--- src/rtl/tactile_scan_ctrl.sv ---
// tactile_scan_ctrl: sequences one tactile-array frame (row drive, read-mux step, settle, ADC, pixel stream).
// Latency: per pixel SETTLE_TICKS scan_ticks + 1 CONVERT cycle + ADC time + 1 OUTPUT cycle (px_ready=1).
// Backpressure: pixel held in OUTPUT until px_ready; no further settle/convert starts meanwhile.
// Option: define SCAN_TIMEOUT_EN to bound each ADC conversion (err_timeout, px_data forced to all ones).
module tactile_scan_ctrl #(
  parameter int ROW_CNT      = 8,
  parameter int RD_WIRE_CNT  = 2,
  parameter int SETTLE_TICKS = 4,
  parameter int DATA_W       = 12,
  parameter int TIMEOUT_CYC  = 1024
) (
  input  logic                           clk_ref,
  input  logic                           rst,
  input  logic                           scan_tick,
  input  logic                           start,
  input  logic                           continuous,
  output logic                           busy,
  output logic [ROW_CNT-1:0]             row_sel,
  output logic [$clog2(RD_WIRE_CNT)-1:0] rd_sel,
  output logic                           adc_start,
  input  logic                           adc_valid,
  input  logic [DATA_W-1:0]              adc_data,
  output logic                           px_valid,
  input  logic                           px_ready,
  output logic [DATA_W-1:0]              px_data,
  output logic [$clog2(ROW_CNT)-1:0]     px_row,
  output logic [$clog2(RD_WIRE_CNT)-1:0] px_col,
  output logic                           px_last,
  output logic                           frame_done,
  output logic                           err_timeout
);

  localparam int RW = $clog2(ROW_CNT);
  localparam int CW = $clog2(RD_WIRE_CNT);
  localparam int SW = $clog2(SETTLE_TICKS + 1);

  localparam logic [RW-1:0]      ROW_LAST    = RW'(ROW_CNT - 1);
  localparam logic [CW-1:0]      COL_LAST    = CW'(RD_WIRE_CNT - 1);
  localparam logic [SW-1:0]      SETTLE_LAST = SW'(SETTLE_TICKS - 1);
  localparam logic [ROW_CNT-1:0] ROW_FIRST   = ROW_CNT'(1);

  typedef enum logic [2:0] {
    IDLE,
    SETTLE,
    CONVERT,
    WAIT_ADC,
    OUTPUT
  } state_t;

  state_t        state;
  logic [RW-1:0] row;         // current drive row index; rd_sel doubles as the column index
  logic [SW-1:0] settle_cnt;  // scan_tick pulses seen since entering SETTLE

`ifdef SCAN_TIMEOUT_EN
  localparam int TW = $clog2(TIMEOUT_CYC + 1);
  localparam logic [TW-1:0] TO_LAST = TW'(TIMEOUT_CYC - 1);
  logic [TW-1:0] to_cnt;      // cycles spent in WAIT_ADC for the current conversion
`else
  localparam int unused_timeout_cyc = TIMEOUT_CYC;
  assign err_timeout = 1'b0;
`endif

  // Scan sequencer: every output is a register updated alongside the state transition.
  always_ff @(posedge clk_ref) begin
    if (rst) begin
      state      <= IDLE;
      row        <= '0;
      settle_cnt <= '0;
      row_sel    <= '0;
      rd_sel     <= '0;
      adc_start  <= 1'b0;
      px_valid   <= 1'b0;
      px_data    <= '0;
      px_row     <= '0;
      px_col     <= '0;
      px_last    <= 1'b0;
      frame_done <= 1'b0;
      busy       <= 1'b0;
`ifdef SCAN_TIMEOUT_EN
      to_cnt      <= '0;
      err_timeout <= 1'b0;
`endif
    end else begin
      adc_start  <= 1'b0;
      frame_done <= 1'b0;
      case (state)
        IDLE: begin
          if (start) begin
            state      <= SETTLE;
            busy       <= 1'b1;
            row        <= '0;
            rd_sel     <= '0;
            settle_cnt <= '0;
            row_sel    <= ROW_FIRST;
`ifdef SCAN_TIMEOUT_EN
            err_timeout <= 1'b0;
`endif
          end
        end

        SETTLE: begin
          if (scan_tick) begin
            settle_cnt <= settle_cnt + 1'b1;
            if (settle_cnt == SETTLE_LAST) begin
              state     <= CONVERT;
              adc_start <= 1'b1;
            end
          end
        end

        CONVERT: begin
          state <= WAIT_ADC;
`ifdef SCAN_TIMEOUT_EN
          to_cnt <= '0;
`endif
        end

        WAIT_ADC: begin
`ifdef SCAN_TIMEOUT_EN
          to_cnt <= to_cnt + 1'b1;
          if (adc_valid || to_cnt == TO_LAST) begin
            // A missing conversion still yields a pixel so the frame completes.
            px_data <= adc_valid ? adc_data : {DATA_W{1'b1}};
            if (!adc_valid) err_timeout <= 1'b1;
`else
          if (adc_valid) begin
            px_data <= adc_data;
`endif
            px_row   <= row;
            px_col   <= rd_sel;
            px_last  <= (row == ROW_LAST) && (rd_sel == COL_LAST);
            px_valid <= 1'b1;
            state    <= OUTPUT;
          end
        end

        OUTPUT: begin
          if (px_ready) begin
            px_valid   <= 1'b0;
            settle_cnt <= '0;
            if (px_last) begin
              frame_done <= 1'b1;
              row        <= '0;
              rd_sel     <= '0;
              if (continuous) begin
                state   <= SETTLE;
                row_sel <= ROW_FIRST;
              end else begin
                state   <= IDLE;
                row_sel <= '0;
                busy    <= 1'b0;
              end
            end else if (rd_sel == COL_LAST) begin
              // Column runs fastest; wrapping it advances the drive row.
              rd_sel  <= '0;
              row     <= row + 1'b1;
              row_sel <= row_sel << 1;
              state   <= SETTLE;
            end else begin
              rd_sel <= rd_sel + 1'b1;
              state  <= SETTLE;
            end
          end
        end

        default: state <= IDLE;
      endcase
    end
  end

endmodule

--- config.mk ---
export PLATFORM = sky130hd
export DESIGN_NAME = tactile_scan_ctrl
export DESIGN_NICKNAME = d
export VERILOG_FILES = /design/src/rtl/tactile_scan_ctrl.sv
export SDC_FILE = /design/constraint.sdc
export NUM_CORES = 1
export LEC_CHECK = 0
export ABC_AREA = 1
export CORE_MARGIN = 3
export CORE_UTILIZATION = 24
export DETAILED_ROUTE_END_ITERATION = 7
export GPL_ROUTABILITY_DRIVEN = 0
export PLACE_DENSITY_LB_ADDON = 0.3
export SLEW_MARGIN = 20
export SYNTH_ARGS = -nofsm -noshare
export SYNTH_HDL_FRONTEND = slang
export SYNTH_SLANG_ARGS = --single-unit
--- constraint.sdc ---
create_clock -name clk_ref -period 2.1 [get_ports clk_ref]
set_input_delay 0.315 -clock clk_ref [delete_from_list [all_inputs] [get_ports clk_ref]]
set_output_delay 0.315 -clock clk_ref [all_outputs]
set_load 0.02 [all_outputs]
==> reports/qor.csv <==
metric,value,unit
post_cts.repair.setup_buffers,0,
ant_nets,0,
ios,50,
grt-ovfl-total,0,
drv_slew,0,
critPathLaunchType,flip-flop,
r2r_slack,410,ps
netlist_area,1813,um2
crit_fanout,7,
tns,0,ps
cp_data_required_time,1780,ps
worst_slack,381.3,ps
dpl.hpwl,3098,um
synth_area_per_cell,7.400,um2
setup_viol,0,
synth_area_leader_cell,dfxtp_1,
arrival,1400,ps
min_path_type,flip-flop to flip-flop,
cts_resized,0,
ys_ff_latch,39,
detail_route.iter0.violations,65,
grt_pass1_vias,1616,
synth_ff_type,dfxtp_1,
status,completed,
cts_buffers,5,
ys_types,26,
ys.warnings.count,0,
routed_via_density,4.379,
final_nets,313,
critical-path-slowest-cell,clkdlybuf4s50_1,
timing.fmax,581.8,MHz
die_w,92.92,um
cts_max_level,2,
synthCells,245,
power_leakage,1.003,nW
period_share,81.84,%
die_area,8633,um2
floorplan.initialDensity,24.86,%
clock_latency,290,ps
path_clk_slew,70,ps
path_delay_family,buffers and inverters,
cts-root-buf,clkbuf_8,
drc,0,
fin_crit,1719,ps
die_y,92.92,um
grt_usage,10.82,%
cap_violations,0,
synth.top_cell.area_share,43.06,%
drive_gt1_share,13.15,%
synth_edf_count,0,
area_growth,34.71,%
routed_wl,4525,um
synth_area_leaders,"dfxtp_1 (43%), nor2_1 (11%), nor2_2 (6.9%)",
coreArea,7292,um2
path_cells,clkdlybuf4s50_1,
cts_hold_buffers,0,
dp_slack,306.5,ps
final_cells,388,
num_vias,1699,
crit_path_end_kind,output port,
syn_nets,268,
layout_common_cells,"nor2_1 (51), clkdlybuf4s50_1 (48), dfxtp_1 (39), nand2_1 (33), nand3_1 (21)",
antenna_found_initial,0,
final_common_cell,nor2_1,
cts_tree,built,
multi_input_area,894.6,um2
crit_type,flip-flop to output port,
synthArstFlopShare,0,%
cts_max_path_buffers,2,
peakVddDrop,212.2,uV
regArea,780.7,um2
powerDensity,675.7,nW/um2
grt_max_degree,27,
grt_pass1_wl,7486,um
clock_sinks,39,
dp_cells,382,
whs,457.6,ps
final_core_util,33.49,%
max_stage_delay,660,ps
ys_seq_area_share,43.06,%
diodes,0,
rows,31,
cp_num_buf_inv,1,
fin_skew,5.485,ps
drt_pass1_iterations,5,
port_buffers,48,
fillers,804,
avgRoutedWirePerCell,11.66,um
rsz0062_at_grt,no,
hold_violations,0,
## registers in the layout (all words and copies together), names as in the netlist
register and flops:
adc_start 1, row_sel 8, frame_done 1, px_valid 1
rd_sel 1, px_last 1, px_row 3, busy 1
state 3, px_data 12, row 3, px_col 1
settle_cnt 3
## cell type report
type	count	share of cell area (%)
multi-input cells	178	36.63
flip-flops and latches	39	31.97
repair buffers	54	21.52
well taps	99	5.072
clock buffers	6	2.971
inverters	12	1.844
## worst paths after layout
kind / start / to / depth (start not counted)
hold / removal: settle_cnt[1]$_SDFFE_PP0P_ / settle_cnt[1]$_SDFFE_PP0P_ / 2
hold reg to reg: settle_cnt[1]$_SDFFE_PP0P_ / settle_cnt[1]$_SDFFE_PP0P_ / 2
setup reg to reg: state[0]$_SDFFE_PP0P_ / row_sel[6]$_SDFFE_PP0P_ / 6
setup / recovery: px_last$_SDFFE_PP0P_ / px_last / 1
## report_power, final
group,internal [W],total [W],switching (W)
Clock,0.000222,0.000468,0.000246
Sequential,0.000785,0.000827,0.0000422
Combinational,0.000159,0.000355,0.000196
Total,0.00117,0.00165,0.000485
## metrics by stage
step | total power [W] | instance area, um2
global placement | 0.001201 | 2370
detailed placement | 0.001201 | 2370
finish | 0.001650 | 2442
floorplan | 0.001080 | 1813
global route | 0.001751 | 2442
CTS | 0.001683 | 2442
## Yosys cell counts, types with 2 or more instances
master and count:
dfxtp_1 39, nand3_1 21, inv_1 11, buf_6 3, nor2_2 20, clkbuf_1 7
ha_1 4, a21oi_1 7, buf_2 5, o21ai_0 19, nor3_1 2, nand2_1 33
nor2_1 51, nand4_1 11
## kinds of logic (layout without fill, tap and decap cells)
| group | after synthesis | count (layout) | share of synthesized area [%] |
|---|---|---|---|
| compound gates | 29 | 29 | 8.351 |
| fa+ha+maj | 4 | 4 | 2.761 |
| buf+inv | 28 | 72 | 7.591 |
| flops | 39 | 39 | 43.06 |
| other cells | 1 | 1 | 0.2068 |
| simple gates | 144 | 144 | 38.03 |
## routing by layer
metal,share of wire (%),GRT usage [%],vias up
li1,-,-,880
met5,0,0,-
met1,48,14.19,740
met2,43,16.44,72
met3,8.1,3.656,7
met4,1.3,3.907,0
No activity file was read; power rests on OpenSTA's default activity.
